## src/rtl/resp_packer.sv

```systemverilog
// Serialises 8-bit RF and 16-bit ALU responses (LSB first) into TX FIFO bytes; one-entry pending slot.
// Latency: first byte written the cycle after the strobe. Backpressure: FIFO_FULL stalls writes; overflow drops with DROP pulse.
module resp_packer #(
  parameter int DATA_WIDTH = 8
) (
  input  logic                    CLK,
  input  logic                    RST,
  input  logic [DATA_WIDTH-1:0]   RF_RdData,
  input  logic                    RF_RdData_VLD,
  input  logic [2*DATA_WIDTH-1:0] ALU_OUT,
  input  logic                    ALU_OUT_VLD,
  input  logic                    FIFO_FULL,
  output logic [DATA_WIDTH-1:0]   WR_DATA,
  output logic                    WR_INC,
  output logic                    BUSY,
  output logic                    DROP
);

  typedef enum logic {IDLE, SEND} state_t;

  state_t                  state_q, state_n;
  logic [2*DATA_WIDTH-1:0] act_val, act_val_n, pend_val, pend_val_n, sh_val, new_val;
  logic [1:0]              act_cnt, act_cnt_n, pend_cnt, pend_cnt_n, sh_cnt, new_cnt;
  logic                    pend_v, pend_v_n, drop_q, drop_n, new_vld;

  always_ff @(posedge CLK) begin
    if (RST) begin
      state_q  <= IDLE;
      act_val  <= '0;
      act_cnt  <= '0;
      pend_val <= '0;
      pend_cnt <= '0;
      pend_v   <= 1'b0;
      drop_q   <= 1'b0;
    end else begin
      state_q  <= state_n;
      act_val  <= act_val_n;
      act_cnt  <= act_cnt_n;
      pend_val <= pend_val_n;
      pend_cnt <= pend_cnt_n;
      pend_v   <= pend_v_n;
      drop_q   <= drop_n;
    end
  end

  always_comb begin
    sh_val     = act_val;
    sh_cnt     = act_cnt;
    act_val_n  = act_val;
    act_cnt_n  = act_cnt;
    pend_val_n = pend_val;
    pend_cnt_n = pend_cnt;
    pend_v_n   = pend_v;
    drop_n     = 1'b0;
    new_vld    = ALU_OUT_VLD | RF_RdData_VLD;
    new_val    = ALU_OUT_VLD ? ALU_OUT : {{DATA_WIDTH{1'b0}}, RF_RdData};
    new_cnt    = ALU_OUT_VLD ? 2'd2 : 2'd1;

    if (WR_INC) begin
      sh_val = act_val >> DATA_WIDTH;
      sh_cnt = act_cnt - 2'd1;
    end
    act_val_n = sh_val;
    act_cnt_n = sh_cnt;

    // Pending refills active on the same edge the last byte leaves, so no bubble.
    if (sh_cnt == 2'd0 && pend_v) begin
      act_val_n = pend_val;
      act_cnt_n = pend_cnt;
      pend_v_n  = 1'b0;
    end

    if (new_vld) begin
      if (act_cnt_n == 2'd0) begin
        act_val_n = new_val;
        act_cnt_n = new_cnt;
      end else if (!pend_v_n) begin
        pend_val_n = new_val;
        pend_cnt_n = new_cnt;
        pend_v_n   = 1'b1;
      end else begin
        drop_n = 1'b1;
      end
    end
    // Colliding RF result loses to the ALU result.
    if (ALU_OUT_VLD && RF_RdData_VLD)
      drop_n = 1'b1;

    state_n = (act_cnt_n != 2'd0) ? SEND : IDLE;
  end

  assign WR_INC  = (state_q == SEND) && !FIFO_FULL;
  assign WR_DATA = act_val[DATA_WIDTH-1:0];
  assign BUSY    = pend_v;
  assign DROP    = drop_q;

endmodule

```

## config.mk

```make
export PLATFORM = sky130hd
export DESIGN_NAME = resp_packer
export DESIGN_NICKNAME = d
export VERILOG_FILES = /design/src/rtl/resp_packer.sv
export SDC_FILE = /design/constraint.sdc
export NUM_CORES = 1
export LEC_CHECK = 0
export ABC_AREA = 1
export CELL_PAD_IN_SITES_DETAIL_PLACEMENT = 0
export CELL_PAD_IN_SITES_GLOBAL_PLACEMENT = 2
export CORE_AREA = 2 2 114 83
export DETAILED_ROUTE_END_ITERATION = 16
export DIE_AREA = 0 0 116 85
export GPL_TIMING_DRIVEN = 0
export HOLD_SLACK_MARGIN = 0.1
export PLACE_DENSITY = 0.73
export SYNTH_ARGS = -nofsm -noshare
export SYNTH_HDL_FRONTEND = slang
export SYNTH_SLANG_ARGS = --single-unit
export TNS_END_PERCENT = 10
```

## constraint.sdc

```tcl
create_clock -name CLK -period 1.51 [get_ports CLK]
set_clock_uncertainty 0.2 [all_clocks]
set_input_delay 0.302 -clock CLK [delete_from_list [all_inputs] [get_ports CLK]]
set_output_delay 0.302 -clock CLK [all_outputs]
set_load 0.01 [all_outputs]
```

==> flow_metrics.tcl, run 1 <==
set metrics [dict create \
    antenna_found_initial 0 \
    grt_max_degree 13 \
    first_pass_iters 4 \
    ant_nets 0 \
    htreeDepth 2 \
    numCtsBuffers 5 \
    cp.required_ns 1.52 \
    hold_slack_ns 0.234 \
    fin_ws_ns -0.321 \
    clock.fmax_mhz 546 \
    core_sq_um 8780 \
    mappedNetlistArea_sq_um 2140 \
    p_leak_nw 1.52 \
    placementRows 29 \
    crit_arrival_ns 1.85 \
    synthesis.instances 317 \
    slew_violations 0 \
    syn_area_per_cell_sq_um 6.77 \
    initial_core_util_pct 24.4 \
    max-slew-margin-rel_pct 56.1 \
    die_x_um 116 \
    synth_compound_gate_area_share_pct 10.3 \
    clockBufferDepth 2 \
    grt_usage_pct 14.7 \
    synthXorXnorAreaFrac_pct 0 \
    slowest_stage "dfxtp_4" \
    synth-seq-cells 39 \
    postLayoutCellArea_sq_um 3310 \
    grt-ovfl-total 0 \
    setup_viol 39 \
    power-per-cell-area_nw_per_um2 1170 \
    violations "negative setup slack" \
    reg2reg_depth 11 \
    gp_congestion 0.737 \
    status "complete, but fails checks" \
    tritoncts "yes" \
    synth_simple_gate_area_share_pct 36.3 \
    crit_chain "inv_4 > nor2_4 > buf_6 > nand3_4 > nand2_4 > nand3_4 > buf_8 > buf_12 > nor2_8 > o21ai_1 > nor2_1" \
    fin_crit_sh_pct 121 \
    drive_above_1_share_pct 27.2 \
    peakVddDrop_v 0.000471 \
    fin_tns_setup_ns -10.11 \
    dp_hpwl_mm 4.63 \
    grt_pass1_vias 2079 \
    area_growth_pct 54.1 \
    ys_warn_count 0 \
    whs_path_depth 2 \
    synth_nets 346 \
    postPlaceCellArea_sq_um 2690 \
    cp_max_fo 5 \
    dieArea_sq_um 9860 \
    fillers 967 \
    rsz0062_at_grt "true" \
    setup.worst_path.start_class "flip-flop" \
    ioPinCount 40 \
    max_stage_delay_ns 0.39 \
    multiInputGateArea_sq_um 1240 \
    wl_mm 7.03 \
    crit_top_cell "nand3_4" \
    synth_mux_area_share_pct 3.73 \
    die_height_um 85 \
    synthAdderAreaFrac_pct 0 \
    cts_root_buffer "clkbuf_16" \
    synth_cell_types 25 \
    routed_via_density 4.24 \
    clk_pin_slew_ns 0.06 \
    max-cap-violations 0 \
    drtIter0Drc 94 \
    antenna_cells 0 \
    vias 2163 \
    hold_violations 0 \
    setup.worst_path.end_class "flip-flop" \
    drc_errors 0 \
    hp-class "in2reg" \
    dpl_worst_slack_ns -0.952 \
    grt_pass1_wl_mm 11.1 \
    place.port_buffers 38 \
    fin_crit_ns 1.83 \
    synth-seq-area-share_pct 36.4 \
    drt-wirelength-per-cell_um 13.8 \
    nNetsFinal 414 \
    path_class "reg2reg" \
    worstMarginPinSlew_ns 0.659 \
    insertion_delay_ns 0.28 \
    clock_sinks 39 \
    regArea_sq_um 790 \
    synth_top_family_by_area "simple AND/OR/NAND/NOR gates" \
]
==> area by class of cell <==
cell class / count / area share (%)
buffer: 24 / 5.98
clock buffer: 7 / 4.01
clock inverter: 1 / 0.908
inverter: 33 / 4.20
multi-input combinational: 222 / 37.6
sequential: 39 / 23.9
tap: 124 / 4.69
timing repair buffer: 60 / 18.7
==> cell families (layout without fill, tap and decap cells) <==
kind of cell,after synthesis,in the layout
mux,8,8
flops,39,39
buf+inv,57,125
compound gates,40,40
simple gates,173,174
==> timing repair <==
action                     CTS  global route
hold buffers                 0             0
cloned                       3             1
gates resized for setup     45            41
pin swaps                   24            16
setup endpoints to repair   50            40
setup buffers               15             4
==> final timing paths <==
path	start	end	slack, ns
max	state_q	act_val[7]	-0.32
min	RST	act_val[12]	0.23
max reg2reg	state_q	act_val[7]	-0.32
min reg2reg	pend_val[1]	pend_val[1]	0.26
==> per-stage QoR <==
step	total power, W	cells	util [%]
3_5_place_dp	0.00229	479	30.6
5_1_grt	0.00411	510	37.6
2_1_floorplan	0.00192	317	-
3_3_place_gp	0.00228	479	30.6
4_1_cts	0.00376	505	35.5
6_report	0.00387	510	37.6
==> power by group <==
group | switching, W | total [W] | internal [W]
Sequential | 0.0000826 | 0.00125 | 0.00117
Clock | 0.000413 | 0.00119 | 0.000782
Combinational | 0.000730 | 0.00143 | 0.000697
Total | 0.00123 | 0.00387 | 0.00264
==> synth_stat cells (all sizes together) <==
cell	n	area, sq um
o21ai	14	70.1
nor3	1	5.00
buf	19	143
nand3	15	105
clkinv	1	3.75
clkbuf	5	18.8
a41oi	1	8.76
a21oi	24	120
dfxtp	39	781
inv	32	120
nor2	39	175
mux2i	8	80.1
a31oi	1	21.3
nand2	105	412
nand4	13	81.3
==> sequential cells by signal (all words and copies together) (netlist names) <==
register / cells
act_val: 16
pend_val: 16
act_cnt: 2
pend_cnt: 2
BUSY: 1
DROP: 1
state_q: 1
==> worst max-delay path, delay by kind of cell, from the launching register on <==
kind / cells / cell delay, ns
flip-flops: 1 / 0.39
buffers and inverters: 4 / 0.45
AND/OR/NAND/NOR: 6 / 0.64
AO/OA/AOI/OAI: 1 / 0.08
==> cells in the final DEF (no fill, tap or decap), types with 3 or more instances in the layout <==
| master | count |
|---|---|
| nand2_1 | 94 |
| dfxtp_1 | 36 |
| buf_4 | 30 |
| nor2_1 | 27 |
| clkdlybuf4s50_1 | 25 |
| inv_1 | 24 |
| a21oi_1 | 20 |
| nand4_1 | 13 |
| buf_6 | 9 |
| nand3_1 | 9 |
| mux2i_1 | 8 |
| clkbuf_1 | 7 |
| nand2_4 | 7 |
| o21ai_1 | 7 |
| nor2_4 | 6 |
| o21ai_0 | 6 |
| nor2_2 | 6 |
| clkbuf_16 | 6 |
| inv_2 | 5 |
| nand3_4 | 5 |
| nand2_2 | 4 |
| a21oi_2 | 4 |
| dlygate4sd2_1 | 4 |
| buf_8 | 3 |
==> routing by layer <==
layer	vias up	track usage (%)	part of all wire, %
met2	53	22.1	43
li1	1140	-	-
met1	964	21.7	51
met4	0	3.14	0.70
met5	-	0	0
met3	6	3.07	5.4
Power figures use the tool's default switching activity.
==> run 2: changes to the inputs <==
==> constraint.sdc (replaced) <==
create_clock -name CLK -period 1.51 [get_ports CLK]
set_clock_uncertainty 0.2 [all_clocks]
set_input_delay 0.302 -clock CLK [delete_from_list [all_inputs] [get_ports CLK]]
set_output_delay 0.302 -clock CLK [all_outputs]
set_load 0.1 [all_outputs]
==> run 2 against run 1 <==
The run still ends with negative setup slack left. Power is 6.0% higher. Register-to-register slack improved by 0.05 ns. Sequential share of layout area grew 0.54 points. Flip-flop and latch count is the same. Utilization down 0.95 points. Wire length is 0.20% higher. Global-route usage is 0.31 points higher. Combinational power grew 15%. Sequential power about the same. Via count down 0.74%. First-iteration DRC count rose by 20%. Largest cell class unchanged. Largest power group unchanged.
==> flow_metrics.tcl, run 2 (synthesized netlist as in run 1, its figures left out) <==
set metrics [dict create \
    status "complete, but fails checks" \
    violations "negative setup slack" \
    slew_violations 0 \
    clock.fmax_mhz 560 \
    cp.required_ns 1.45 \
    die_height_um 85 \
    grt-ovfl-total 0 \
    max_stage_delay_ns 0.38 \
    hold_violations 0 \
    cts_root_buffer "clkbuf_16" \
    final_common_cell "nand2_1" \
    drt-wirelength-per-cell_um 13.9 \
    combPwrFrac_pct 40.3 \
    drtIter0Drc 113 \
    initial_core_util_pct 24.4 \
    crit_arrival_ns 1.73 \
    area_growth_pct 50.2 \
    insertion_delay_ns 0.28 \
    ant_nets 0 \
    placementRows 29 \
    core_sq_um 8780 \
    power-per-cell-area_nw_per_um2 1270 \
    ioPinCount 40 \
    drc_errors 0 \
    p_clk_share_pct 29.3 \
    crit_top_cell "nand2_4" \
    grt_pass1_wl_mm 11.3 \
    antenna_found_initial 0 \
    drive_above_1_share_pct 23.9 \
    nNetsFinal 409 \
    worstMarginPinSlew_ns 0.623 \
    layout_common_cells "nand2_1 (98), dfxtp_1 (36), nor2_1 (32)" \
    wl_mm 7.04 \
    grt_pass1_vias 2090 \
    rsz0062_at_grt "true" \
    power_w 0.00410 \
    peakVddDrop_v 0.000402 \
    routed_via_density 4.25 \
    tritoncts "yes" \
    grt_usage_pct 15.0 \
    setup.worst_path.start_class "flip-flop" \
    hp-class "in2reg" \
    dp_hpwl_mm 4.68 \
    setup_viol 39 \
    critPathBufInv 2 \
    cp_max_fo 5 \
    dieArea_sq_um 9860 \
    clock_sinks 39 \
    setup.worst_path.end_class "flip-flop" \
    antenna_cells 0 \
    dpl_worst_slack_ns -1.27 \
    p_int_w 0.00263 \
    power_frac_seq_pct 30.4 \
    max-cap-violations 0 \
    max-slew-margin-rel_pct 58.5 \
    p_sw_w 0.00147 \
    die_x_um 116 \
    path_delay_family "buffers and inverters" \
    first_pass_iters 4 \
    p_leak_nw 1.51 \
    path_class "reg2reg" \
    htreeDepth 2 \
    clockBufferDepth 2 \
    clk_pin_slew_ns 0.07 \
    fin_crit_ns 1.79 \
    numCtsBuffers 5 \
    vias 2147 \
    fin_ws_ns -0.275 \
    gp_congestion 0.738 \
    holdBufCountCts 0 \
    reg.largest.list "act_val (16), pend_val (16)" \
    crit_chain "nand2_4 > nand2_4 > nand2_2 > a31oi_4 > nand3_4 > buf_8 > bufbuf_16 > nand4_1 > a21oi_1" \
    switching_share_pct 35.9 \
    fin_crit_sh_pct 118 \
    place.port_buffers 38 \
    slowest_stage "dfxtp_4" \
    grt_max_degree 13 \
]
run 2: cell types whose count changed in the layout (fill, tap and decap cells not counted), sizes merged:
cell and change:
buf -6, bufbuf +2, clkbuf +2, clkdlybuf4s50 -1, clkinv -1, dlygate4sd2 -3
dlymetal6s2s +1, inv +1
run 2: final timing paths:
kind | start | endpoint | slack [ns] | depth (start not counted)
max | state_q | pend_val[6] | -0.28 | 9
min | RF_RdData_VLD | DROP | 0.20 | 3
max reg2reg | state_q | pend_val[6] | -0.28 | 9
min reg2reg | pend_val[4] | pend_val[4] | 0.26 | 2
run 2: power groups by stage:
stage	Clock (W)	Sequential, W	Combinational, W
global route	0.00129	0.00126	0.00178
detailed placement	0	0.00126	0.00131
global placement	0	0.00126	0.00131
finish	0.00120	0.00125	0.00165
CTS	0.00124	0.00124	0.00159
floorplan	0	0.00129	0.000927
run 2: area by class of cell:
type | count | area, sq um
fillers | 979 | 5560
multi-input cells | 222 | 1160
flip-flops and latches | 39 | 787
repair buffers | 55 | 612
plain buffers | 24 | 206
well taps | 124 | 155
inverters | 33 | 134
clock buffers | 7 | 133
clock inverters | 1 | 30.0
run 2: worst min-delay path, delay by kind of cell:
kind,cells,cell delay (ns)
buffers and inverters,1,0.17
and+or+nand+nor,1,0.08
AOI/OAI and AO/OA,1,0.06
run 2: timing repair:
item / in CTS / in global routing
cloned: 3 / 1
buffers inserted: 10 / 4
endpoints found under the setup margin: 50 / 45
resized for setup: 98 / 21
pin swaps: 16 / 12
run 2: per-stage QoR:
step / utilization, % / area (sq um) / hold slack (ns) / setup TNS, ns / cells
global route: 36.7 / 3220 / 0.236 / -12.03 / 505
detailed placement: 30.6 / 2690 / 0.253 / -38.28 / 479
finish: 36.7 / 3220 / 0.203 / -8.11 / 505
global placement: 30.6 / 2690 / 0.249 / -38.09 / 479
CTS: 35.4 / 3100 / 0.217 / -8.69 / 500
floorplan: - / 2150 / 0.239 / -18.68 / 317
run 2: layer usage:
layer / global-route usage, % / up-vias / routed length [um] / share of wire, %
li1: - / 1130 / - / -
met1: 22.5 / 979 / 3780 / 54
met2: 22.6 / 33 / 2990 / 42
met3: 2.64 / 5 / 240 / 3.4
met4: 2.81 / 0 / 34 / 0.48
met5: 0 / - / 0 / 0
